$ cat src/rtl/uart_line_monitor.sv
// Serial-line UART receiver/monitor: decodes rx at bit level, buffers characters
// in a first-word-fall-through FIFO and flags framing, parity, overflow and EOT.
`timescale 1ns/1ps
module uart_line_monitor #(
  parameter int unsigned CLKS_PER_BIT = 868,
  parameter int unsigned DATA_BITS    = 8,
  parameter int unsigned PARITY       = 0,
  parameter int unsigned FIFO_DEPTH   = 16,
  parameter logic [7:0]  EOT_CHAR     = 8'h04
) (
  input  logic                          clk,
  input  logic                          rst_n,
  input  logic                          rx,
  input  logic                          rd_en,
  input  logic                          clr_err,
  output logic [7:0]                    rd_data,
  output logic                          rd_valid,
  output logic [$clog2(FIFO_DEPTH):0]   fifo_count,
  output logic                          frame_err,
  output logic                          parity_err,
  output logic                          overflow,
  output logic                          eot_seen,
  output logic [31:0]                   char_count
);

  localparam int unsigned CW = $clog2(CLKS_PER_BIT);
  localparam int unsigned AW = $clog2(FIFO_DEPTH);
  localparam int unsigned BW = $clog2(DATA_BITS);

  typedef enum logic [2:0] {IDLE, START, DATA, PAR, STOP, BREAK} state_t;

  state_t               state, state_next;
  logic                 rx_meta, rxs;
  logic [CW-1:0]        cnt;
  logic [BW-1:0]        bit_idx;
  logic [DATA_BITS-1:0] shreg;
  logic                 bad_par;
  logic                 bit_tick, load_half, load_full, shift_en, par_chk;
  logic                 frame_set, stop_good, par_exp;
  logic [7:0]           rx_byte;
  logic                 push_req, push, pop, full, ovf_set, par_set, eot_set;
  logic [AW:0]          wr_ptr, rd_ptr;
  logic [7:0]           mem [FIFO_DEPTH];

  always_ff @(posedge clk or negedge rst_n) begin
    if (!rst_n) begin
      rx_meta <= 1'b1;
      rxs     <= 1'b1;
    end else begin
      rx_meta <= rx;
      rxs     <= rx_meta;
    end
  end

  always_ff @(posedge clk or negedge rst_n) begin
    if (!rst_n) state <= IDLE;
    else        state <= state_next;
  end

  assign bit_tick = (cnt == '0);

  always_comb begin
    state_next = state;
    load_half  = 1'b0;
    load_full  = 1'b0;
    shift_en   = 1'b0;
    par_chk    = 1'b0;
    frame_set  = 1'b0;
    stop_good  = 1'b0;
    case (state)
      IDLE:  if (!rxs) begin
               load_half  = 1'b1;
               state_next = START;
             end
      START: if (bit_tick) begin
               if (rxs) state_next = IDLE;
               else begin
                 load_full  = 1'b1;
                 state_next = DATA;
               end
             end
      DATA:  if (bit_tick) begin
               shift_en  = 1'b1;
               load_full = 1'b1;
               if (bit_idx == BW'(DATA_BITS - 1))
                 state_next = (PARITY != 0) ? PAR : STOP;
             end
      PAR:   if (bit_tick) begin
               par_chk    = 1'b1;
               load_full  = 1'b1;
               state_next = STOP;
             end
      STOP:  if (bit_tick) begin
               if (rxs) begin
                 stop_good  = 1'b1;
                 state_next = IDLE;
               end else begin
                 frame_set  = 1'b1;
                 state_next = BREAK;
               end
             end
      BREAK: if (rxs) state_next = IDLE;
      default: state_next = IDLE;
    endcase
  end

  assign par_exp = (^shreg) ^ (PARITY == 1);

  always_ff @(posedge clk or negedge rst_n) begin
    if (!rst_n) begin
      cnt     <= '0;
      bit_idx <= '0;
      shreg   <= '0;
      bad_par <= 1'b0;
    end else begin
      if (load_half)      cnt <= CW'(CLKS_PER_BIT / 2 - 1);
      else if (load_full) cnt <= CW'(CLKS_PER_BIT - 1);
      else if (!bit_tick) cnt <= cnt - 1'b1;

      if (state == START) bit_idx <= '0;
      else if (shift_en)  bit_idx <= bit_idx + 1'b1;

      if (shift_en) shreg <= {rxs, shreg[DATA_BITS-1:1]};

      if (state == IDLE)                 bad_par <= 1'b0;
      else if (par_chk && rxs != par_exp) bad_par <= 1'b1;
    end
  end

  assign rx_byte  = 8'(shreg);
  assign push_req = stop_good && !bad_par;
  assign par_set  = stop_good && bad_par;
  assign rd_valid = (wr_ptr != rd_ptr);
  assign full     = (wr_ptr[AW] != rd_ptr[AW]) && (wr_ptr[AW-1:0] == rd_ptr[AW-1:0]);
  assign pop      = rd_en && rd_valid;
  // A pop in the same cycle frees the slot, so a full FIFO still accepts the byte.
  assign push     = push_req && (!full || pop);
  assign ovf_set  = push_req && full && !pop;
  assign eot_set  = push_req && (rx_byte == EOT_CHAR);

  assign fifo_count = wr_ptr - rd_ptr;
  assign rd_data    = rd_valid ? mem[rd_ptr[AW-1:0]] : '0;

  always_ff @(posedge clk) begin
    if (push) mem[wr_ptr[AW-1:0]] <= rx_byte;
  end

  always_ff @(posedge clk or negedge rst_n) begin
    if (!rst_n) begin
      wr_ptr     <= '0;
      rd_ptr     <= '0;
      char_count <= '0;
    end else begin
      if (push)      wr_ptr     <= wr_ptr + 1'b1;
      if (pop)       rd_ptr     <= rd_ptr + 1'b1;
      if (stop_good) char_count <= char_count + 1'b1;
    end
  end

  // Set events win over a simultaneous clr_err.
  always_ff @(posedge clk or negedge rst_n) begin
    if (!rst_n) begin
      frame_err  <= 1'b0;
      parity_err <= 1'b0;
      overflow   <= 1'b0;
      eot_seen   <= 1'b0;
    end else begin
      if (frame_set)    frame_err  <= 1'b1;
      else if (clr_err) frame_err  <= 1'b0;
      if (par_set)      parity_err <= 1'b1;
      else if (clr_err) parity_err <= 1'b0;
      if (ovf_set)      overflow   <= 1'b1;
      else if (clr_err) overflow   <= 1'b0;
      if (eot_set)      eot_seen   <= 1'b1;
      else if (clr_err) eot_seen   <= 1'b0;
    end
  end

endmodule

$ cat config.mk
export PLATFORM = sky130hd
export DESIGN_NAME = uart_line_monitor
export DESIGN_NICKNAME = d
export VERILOG_FILES = /design/src/rtl/uart_line_monitor.sv
export SDC_FILE = /design/constraint.sdc
export NUM_CORES = 1
export LEC_CHECK = 0
export ABC_CLOCK_PERIOD_IN_PS = 9700
export CAP_MARGIN = 20
export CORE_MARGIN = 3
export CORE_UTILIZATION = 34
export CTS_CLUSTER_SIZE = 25
export DETAILED_ROUTE_END_ITERATION = 7
export PLACE_DENSITY_LB_ADDON = 0.12
export SLEW_MARGIN = 20
export SYNTH_ARGS = -nofsm -noshare
export SYNTH_HDL_FRONTEND = slang
export SYNTH_SLANG_ARGS = --single-unit
$ cat constraint.sdc
create_clock -name clk -period 9.7 [get_ports clk]
set_input_delay 1.94 -clock clk [delete_from_list [all_inputs] [get_ports clk]]
set_output_delay 1.94 -clock clk [all_outputs]
set_load 0.02 [all_outputs]
==> impl_metrics.env, run 1 <==
export IMPL_path_delay_family="buffers and inverters"
export IMPL_port_buffers=54
export IMPL_start_kind="flop"
export IMPL_crit_arrival_ns=3.28
export IMPL_placed_cell_area_sq_um=9510
export IMPL_gr_total_overflow=0
export IMPL_antenna_found_initial=0
export IMPL_wl_per_cell_microns=19.4
export IMPL_final_common_cell="edfxtp_1"
export IMPL_fin_tns_setup_ns=0
export IMPL_vias_per_cell=5.03
export IMPL_gr_usage_met2=0.225
export IMPL_yosysSeqAreaShare=0.659
export IMPL_remaining_drc_errors=0
export IMPL_antenna_left=0
export IMPL_gp_congestion=0.807
export IMPL_ys_ff_latch=201
export IMPL_grt_max_degree=74
export IMPL_maxCapViolCount=0
export IMPL_cts_resized=0
export IMPL_power_density_nw_per_um2=201
export IMPL_clk_path_buf_depth=3
export IMPL_finalNetCount=652
export IMPL_synth_xor_area_frac=0.0488
export IMPL_fmax_ghz=0.192
export IMPL_start_util=0.350
export IMPL_slew_headroom=0.357
export IMPL_synth_simple_gate_area_frac=0.0985
export IMPL_slew_violations=0
export IMPL_cts_root_buf="clkbuf_16"
export IMPL_slowest_delay_ns=0.64
export IMPL_ys_types=52
export IMPL_cpMostUsedCell="nand2_1"
export IMPL_final_area_sq_um=10200
export IMPL_cts_htree_levels=1
export IMPL_clock_sinks=201
export IMPL_critPathBufInv=2
export IMPL_hold_path_class="reg2reg"
export IMPL_cp_max_fo=36
export IMPL_die_area_sq_um=27300
export IMPL_cp_data_required_time_ns=7.76
export IMPL_ys_warn_count=0
export IMPL_synth_compound_gate_area_share=0.0383
export IMPL_core_area_sq_um=24600
export IMPL_final_cell_mix="128 x edfxtp_1, 70 x dfrtp_1, 53 x clkdlybuf4s50_1, 38 x nand2_1, 32 x mux4_2"
export IMPL_grt_setup_unrepaired="no"
export IMPL_drtIter0Drc=291
export IMPL_crit_type="reg2out"
export IMPL_grt_met3_usage=0.0364
export IMPL_syn_area_sq_um=8610
export IMPL_synth_area_per_cell_sq_um=15.1
export IMPL_drive_gt1_frac=0.133
export IMPL_tightest_slew_ns=0.964
export IMPL_cp_slowest_cell="clkdlybuf4s50_1"
export IMPL_hold_viol_final=0
export IMPL_end_kind="output port"
export IMPL_die_y_microns=165
export IMPL_vias=4873
export IMPL_diodes=0
export IMPL_synthMuxAreaShare=0.106
export IMPL_grt_pass1_vias=5167
export IMPL_status="complete, no violations"
export IMPL_grt_util_met1=0.200
export IMPL_rows=57
export IMPL_ys_flop_type="edfxtp_1"
export IMPL_drt_total_wl_microns=18800
export IMPL_crit_chain="buf_4 -> ha_1 -> and4_1 -> nand2_1 -> nand2_1 -> o22ai_1 -> clkdlybuf4s50_1"
export IMPL_dp_final_hpwl_microns=12100
export IMPL_grt_pass1_wl_microns=30000
export IMPL_detail_route_first_pass_iterations=5
export IMPL_clk_latency_ns=0.50
export IMPL_top_usage_layer="met2"
export IMPL_cts_buffers=23
export IMPL_async_reset_ff_frac=0.363
export IMPL_die_x_microns=165
export IMPL_area_delta_synth_final_pct=18.5
export IMPL_syn_num_nets=592
export IMPL_synth_edf_count=128
export IMPL_ir_drop_mv=0.101
export IMPL_finClkSkew_ns=0.0106
export IMPL_synthAdderAreaFrac=0.0270
export IMPL_final_setup_viol_count=0
export IMPL_layout_min_cycle_time_ns=5.22
export IMPL_synth_top_family_by_area="multiplexers"
export IMPL_post_cts_setup_buffers=0
export IMPL_synthCells=569
export IMPL_cts_tree="done"
export IMPL_ios=55
export IMPL_p_leak_uw=0.00416
export IMPL_clk_pin_slew_ns=0.06
export IMPL_cts_hold_fix_buffers=0
export IMPL_grt_usage=0.144
export IMPL_finalCritPeriodShare=0.538
[where the power goes]
part / leakage (uW) / internal (uW) / switching (uW)
clock network: 0.000346 / 468 / 331
logic: 0.00134 / 136 / 193
registers: 0.00247 / 916 / 11.6
total: 0.00416 / 1520 / 536
[cell families after synthesis]
family          Yosys count
flops                   201
simple gates            147
compound gates           54
mux                      51
buf+inv                  50
xor+xnor                 48
fa+ha+maj                18
[per-stage QoR]
stage / std cells / power (uW) / hold WS (ns) / util / setup WS, ns
global placement: 928 / 1280 / 0.349 / 0.386 / 5.04
floorplan: 569 / 1170 / 0.345 / - / 5.38
finish: 969 / 2060 / 0.356 / 0.415 / 4.48
global route: 969 / 2150 / 0.364 / 0.415 / 4.21
CTS: 969 / 2090 / 0.359 / 0.415 / 4.39
detailed placement: 928 / 1280 / 0.350 / 0.386 / 4.94
[layout make-up]
type	count	area [sq um]
Clock buffer	28	604
Timing Repair Buffer	59	576
Fill cell	2236	14400
Tap cell	324	405
Inverter	26	97.6
Clock inverter	13	88.8
Sequential cell	201	5670
Multi-Input combinational cell	318	2760
[worst paths after layout]
path	start	to	slack (ns)	cells past startpoint
hold / removal	rx_meta$_DFF_PN1_	rxs$_DFF_PN1_	0.36	0
min in group asynchronous	rst_n	char_count[18]$_DFFE_PN0P_	1.58	1
setup / recovery	rd_ptr[0]$_DFFE_PN0P_	rd_data[7]	4.48	7
max in group asynchronous	rst_n	rd_ptr[0]$_DFFE_PN0P_	7.46	1
setup reg to reg	cnt[0]$_DFFE_PN0P_	mem[15][1]$_DFFE_PP_	6.33	6
hold reg to reg	rx_meta$_DFF_PN1_	rxs$_DFF_PN1_	0.36	0
[registers in the layout, summed over array words and instances, names as in the netlist, 3 cells and up]
register	cells
bit_idx	3
char_count	32
cnt	10
mem	128
rd_ptr	5
rx_byte	8
state	3
wr_ptr	5
[routing by layer]
metal	up-vias	share of wire
met5	-	0
met4	0	0.018
met3	25	0.064
met2	117	0.47
met1	2465	0.45
li1	2266	-
[cell usage after synthesis (5+ instances only)]
master	count	area share
a21oi_1	7	0.0041
and3_1	9	0.0065
and4_1	9	0.0092
clkbuf_1	16	0.0070
dfrtp_1	71	0.21
edfxtp_1	128	0.45
ha_1	17	0.025
inv_1	25	0.011
mux2i_1	17	0.020
mux4_2	32	0.084
nand2_1	38	0.017
nand3_1	12	0.0070
nand4_1	6	0.0044
nor2_1	26	0.011
nor3_1	10	0.0058
nor3_2	5	0.0058
o21ai_0	21	0.012
o22ai_1	9	0.0065
or3_1	6	0.0044
xnor2_1	26	0.026
xor2_1	22	0.022
(Power assumes the default switching activity.)
==> run 2: changes to the inputs <==
--- a/config.mk
+++ b/config.mk
@@ -5,7 +5,7 @@
 export SDC_FILE = /design/constraint.sdc
 export NUM_CORES = 1
 export LEC_CHECK = 0
-export ABC_CLOCK_PERIOD_IN_PS = 9700
+export ABC_CLOCK_PERIOD_IN_PS = 5400
 export CAP_MARGIN = 20
 export CORE_MARGIN = 3
 export CORE_UTILIZATION = 34
==> constraint.sdc (replaced) <==
create_clock -name clk -period 5.4 [get_ports clk]
set_input_delay 1.08 -clock clk [delete_from_list [all_inputs] [get_ports clk]]
set_output_delay 1.08 -clock clk [all_outputs]
set_load 0.02 [all_outputs]
==> impl_metrics.env, run 2 (same netlist as run 1, synthesis figures left out) <==
export IMPL_status="complete, no violations"
export IMPL_pwr_share_seq=0.467
export IMPL_instances_no_fill=970
export IMPL_p_clk_frac=0.389
export IMPL_cts_tree="done"
export IMPL_remaining_drc_errors=0
export IMPL_final_area_sq_um=10200
export IMPL_vias=4884
export IMPL_slew_violations=0
export IMPL_grt_pass1_vias=5062
export IMPL_final_common_cell="edfxtp_1"
export IMPL_regToRegSetupSlack_ns=2.03
export IMPL_path_delay_family="flip-flops"
export IMPL_core_area_sq_um=24600
export IMPL_slowest_delay_ns=0.96
export IMPL_cts_hold_fix_buffers=0
export IMPL_diodes=0
export IMPL_slew_headroom=0.354
export IMPL_clk_path_buf_depth=3
export IMPL_crit_arrival_ns=3.35
export IMPL_grt_max_degree=74
export IMPL_cts_root_buf="clkbuf_16"
export IMPL_area_delta_synth_final_pct=18.6
export IMPL_dp_cells=929
export IMPL_start_util=0.350
export IMPL_cts_htree_levels=1
export IMPL_clk_latency_ns=0.51
export IMPL_p_int_uw=2730
export IMPL_end_kind="output port"
export IMPL_fmax_ghz=0.226
export IMPL_cts_resized=0
export IMPL_final_setup_viol_count=0
export IMPL_maxCapViolCount=0
export IMPL_hold_viol_final=0
export IMPL_drive_gt1_frac=0.135
export IMPL_rows=57
export IMPL_drt_total_wl_microns=18800
export IMPL_clk_pin_slew_ns=0.06
export IMPL_setup_slack_ns=0.972
export IMPL_clock_sinks=201
export IMPL_drtIter0Drc=293
export IMPL_die_y_microns=165
export IMPL_place_ws_ns=1.43
export IMPL_cp_data_required_time_ns=4.32
export IMPL_ios=55
export IMPL_gr_total_overflow=0
export IMPL_p_leak_uw=0.00416
export IMPL_gp_congestion=0.795
export IMPL_wl_per_cell_microns=19.4
export IMPL_vias_per_cell=5.04
export IMPL_cts_buffers=23
export IMPL_die_x_microns=165
export IMPL_tightest_slew_ns=0.970
export IMPL_port_buffers=54
export IMPL_crit_type="reg2out"
export IMPL_placed_cell_area_sq_um=9520
export IMPL_cp_slowest_cell="dfrtp_2"
export IMPL_power_frac_comb=0.144
export IMPL_critPathBufInv=1
export IMPL_finalCritPeriodShare=0.820
export IMPL_nFillCells=2280
export IMPL_finalNetCount=653
export IMPL_p_sw_uw=957
export IMPL_antenna_left=0
export IMPL_finClkSkew_ns=0.0164
export IMPL_ir_drop_mv=0.176
export IMPL_crit_chain="ha_1 -> and4_1 -> nand2_1 -> nand2_1 -> o22ai_1 -> clkdlybuf4s50_1"
export IMPL_post_cts_setup_buffers=0
export IMPL_detail_route_first_pass_iterations=4
export IMPL_power_share_switching=0.259
export IMPL_antenna_found_initial=0
export IMPL_hold_path_class="reg2reg"
export IMPL_cpMostUsedCell="nand2_1"
export IMPL_power_density_nw_per_um2=361
export IMPL_largest_reg_flops=128
export IMPL_grt_usage=0.143
export IMPL_layout_min_cycle_time_ns=4.43
export IMPL_dp_final_hpwl_microns=12400
export IMPL_start_kind="flop"
export IMPL_die_area_sq_um=27300
export IMPL_fin_tns_setup_ns=0
export IMPL_grt_setup_unrepaired="no"
export IMPL_grt_pass1_wl_microns=29900
export IMPL_cp_max_fo=27
export IMPL_final_cell_mix="128 x edfxtp_1, 70 x dfrtp_1, 53 x clkdlybuf4s50_1, 38 x nand2_1, 32 x mux4_2"
-- run 2: changes by cell type in the layout (fill, tap and decap cells not counted), sizes merged --
cell,delta
clkinvlp,+1
buf,+1
inv,-1
-- run 2: final timing paths --
| check | from | to | depth (start not counted) |
|---|---|---|---|
| setup / recovery | rd_ptr[0]$_DFFE_PN0P_ | rd_data[2] | 6 |
| hold / removal | rx_meta$_DFF_PN1_ | rxs$_DFF_PN1_ | 0 |
| setup reg to reg | cnt[0]$_DFFE_PN0P_ | mem[15][5]$_DFFE_PP_ | 6 |
| hold reg to reg | rx_meta$_DFF_PN1_ | rxs$_DFF_PN1_ | 0 |
| max in group asynchronous | rst_n | rd_ptr[0]$_DFFE_PN0P_ | 1 |
| min in group asynchronous | rst_n | char_count[18]$_DFFE_PN0P_ | 1 |
-- run 2: power by group through the flow --
stage               logic (uW)  clock network, uW  registers [uW]
finish                     533               1440            1720
global route               580               1540            1730
CTS                        540               1480            1730
detailed placement         537                  0            1760
global placement           530                  0            1750
floorplan                  411                  0            1690
-- run 2: metal layers --
layer	global-route usage	wire [microns]
met5	0	0
met4	0.0374	357
met3	0.0379	1290
met2	0.230	8820
met1	0.194	8330
-- run 2: layout make-up --
| type | instances | area, sq um | share of cell area |
|---|---|---|---|
| flip-flops and latches | 201 | 5670 | 0.555 |
| multi-input cells | 318 | 2760 | 0.270 |
| clock buffers | 28 | 604 | 0.0591 |
| repair buffers | 60 | 583 | 0.0571 |
| well taps | 324 | 405 | 0.0397 |
| inverters | 26 | 97.6 | 0.00955 |
| clock inverters | 13 | 90.1 | 0.00882 |
-- run 2: worst register-to-register path, delay by kind of cell (launching register included) --
family	cells	cell delay, ns
AND/OR/NAND/NOR	4	2.32
buffers and inverters	1	0.07
flip-flops	1	0.41
adder cells (fa/ha/maj)	1	0.20
-- run 2: through the flow --
stage | hold slack, ns | util | total power (uW)
floorplan | 0.345 | - | 2100
global placement | 0.349 | 0.387 | 2290
detailed placement | 0.347 | 0.387 | 2290
CTS | 0.355 | 0.415 | 3750
global route | 0.360 | 0.415 | 3860
finish | 0.354 | 0.415 | 3690
==> run 3: changes to the inputs <==
--- a/config.mk
+++ b/config.mk
@@ -5,7 +5,7 @@
 export SDC_FILE = /design/constraint.sdc
 export NUM_CORES = 1
 export LEC_CHECK = 0
-export ABC_CLOCK_PERIOD_IN_PS = 5400
+export ABC_CLOCK_PERIOD_IN_PS = 4200
 export CAP_MARGIN = 20
 export CORE_MARGIN = 3
 export CORE_UTILIZATION = 34
==> constraint.sdc (replaced) <==
create_clock -name clk -period 4.2 [get_ports clk]
set_input_delay 0.84 -clock clk [delete_from_list [all_inputs] [get_ports clk]]
set_output_delay 0.84 -clock clk [all_outputs]
set_load 0.02 [all_outputs]
==> impl_metrics.env, run 3 (same netlist as run 1, synthesis figures left out) <==
export IMPL_hold_path_class="reg2reg"
export IMPL_drtIter0Drc=315
export IMPL_crit_arrival_ns=3.06
export IMPL_largest_reg_flops=128
export IMPL_remaining_drc_errors=0
export IMPL_finalNetCount=655
export IMPL_final_cell_mix="128 x edfxtp_1, 70 x dfrtp_1, 53 x clkdlybuf4s50_1, 38 x nand2_1, 32 x mux4_2"
export IMPL_die_y_microns=165
export IMPL_place_ws_ns=0.825
export IMPL_grt_usage=0.141
export IMPL_clk_pin_slew_ns=0.06
export IMPL_final_common_cell="edfxtp_1"
export IMPL_grt_max_degree=74
export IMPL_clk_latency_ns=0.50
export IMPL_setup_slack_ns=0.299
export IMPL_cts_resized=0
export IMPL_fmax_ghz=0.256
export IMPL_hold_viol_final=0
export IMPL_fin_tns_setup_ns=0
export IMPL_maxCapViolCount=0
export IMPL_utilization=0.417
export IMPL_gr_total_overflow=0
export IMPL_finClkSkew_ns=0.0129
export IMPL_rows=57
export IMPL_grt_setup_unrepaired="no"
export IMPL_cp_max_fo=16
export IMPL_layout_min_cycle_time_ns=3.90
export IMPL_cts_tree="done"
export IMPL_area_delta_synth_final_pct=19.0
export IMPL_start_kind="flop"
export IMPL_cts_hold_fix_buffers=0
export IMPL_core_area_sq_um=24600
export IMPL_antenna_left=0
export IMPL_gp_congestion=0.805
export IMPL_drt_total_wl_microns=18400
export IMPL_grt_pass1_wl_microns=29900
export IMPL_p_leak_uw=0.00417
export IMPL_clock_sinks=201
export IMPL_tightest_slew_ns=0.951
export IMPL_finalCritPeriodShare=0.929
export IMPL_vias=4801
export IMPL_start_util=0.350
export IMPL_status="complete, no violations"
export IMPL_post_cts_setup_buffers=0
export IMPL_detail_route_first_pass_iterations=4
export IMPL_final_setup_viol_count=0
export IMPL_die_x_microns=165
export IMPL_dp_final_hpwl_microns=12300
export IMPL_port_buffers=54
export IMPL_slew_headroom=0.366
export IMPL_crit_type="reg2out"
export IMPL_cts_root_buf="clkbuf_16"
export IMPL_power_density_nw_per_um2=469
export IMPL_cp_data_required_time_ns=3.36
export IMPL_vias_per_cell=4.94
export IMPL_diodes=0
export IMPL_ir_drop_mv=0.218
export IMPL_end_kind="output port"
export IMPL_slew_violations=0
export IMPL_drive_gt1_frac=0.142
export IMPL_wl_per_cell_microns=18.9
export IMPL_antenna_found_initial=0
export IMPL_die_area_sq_um=27300
export IMPL_ios=55
export IMPL_clk_path_buf_depth=3
export IMPL_cts_htree_levels=1
export IMPL_grt_pass1_vias=5207
export IMPL_cts_buffers=23
export IMPL_hold_ws_ns=0.354
## run 3: cell count changes in the layout (fill, tap and decap cells not counted)
cell        previous run  this run
nor3_4                 1         0
clkinv_4               0         1
bufinv_16              1         2
clkinvlp_4             1         4
clkinv_1               5         4
inv_6                  1         0
nor3_2                 5         6
buf_4                  7         9
clkbuf_8               1         0
clkbuf_1               4         2
## run 3: power by group
part | total, uW | switching, uW | internal [uW]
clock | 1900 | 772 | 1130
sequential | 2150 | 30.3 | 2110
combinational | 765 | 442 | 323
## run 3: worst paths after layout
kind / from / end / slack, ns / cells after the start
worst max register to register: cnt[0]$_DFFE_PN0P_ / mem[15][1]$_DFFE_PP_ / 1.17 / 7
min in group asynchronous: rst_n / char_count[18]$_DFFE_PN0P_ / 0.48 / 1
max in group asynchronous: rst_n / rd_ptr[0]$_DFFE_PN0P_ / 3.03 / 1
worst max-delay path: wr_ptr[2]$_DFFE_PN0P_ / rd_data[7] / 0.30 / 6
worst min-delay path: rx_meta$_DFF_PN1_ / rxs$_DFF_PN1_ / 0.35 / 0
worst min register to register: rx_meta$_DFF_PN1_ / rxs$_DFF_PN1_ / 0.35 / 0
## run 3: area by class of cell
class	instances	area, sq um
Clock inverter	16	139
Clock buffer	25	583
Fill cell	2275	14400
Inverter	26	97.6
Multi-Input combinational cell	318	2760
Sequential cell	201	5670
Timing Repair Buffer	62	598
Tap cell	324	405
## run 3: routing by layer
| metal | wire length [microns] | up-vias | GRT usage |
|---|---|---|---|
| met2 | 8650 | 98 | 0.229 |
| met5 | 0 | - | 0 |
| met4 | 327 | 0 | 0.0332 |
| met3 | 981 | 24 | 0.0324 |
| met1 | 8430 | 2415 | 0.194 |
| li1 | - | 2264 | - |
## run 3: critical path: stages, from the launching register on
cell,delay (ns)
dfrtp_1,0.52
ha_1,0.42
and4_1,0.22
nand2_1,0.13
nand2_1,0.25
o22ai_1,0.36
clkdlybuf4s50_1,0.68
## run 3: per-stage QoR
| step | instance area [sq um] | total power (uW) | cells |
|---|---|---|---|
| finish | 10300 | 4810 | 972 |
| CTS | 10300 | 4900 | 972 |
| detailed placement | 9530 | 2960 | 931 |
| global route | 10300 | 5030 | 972 |
| global placement | 9530 | 2960 | 931 |
| floorplan | 8610 | 2700 | 569 |
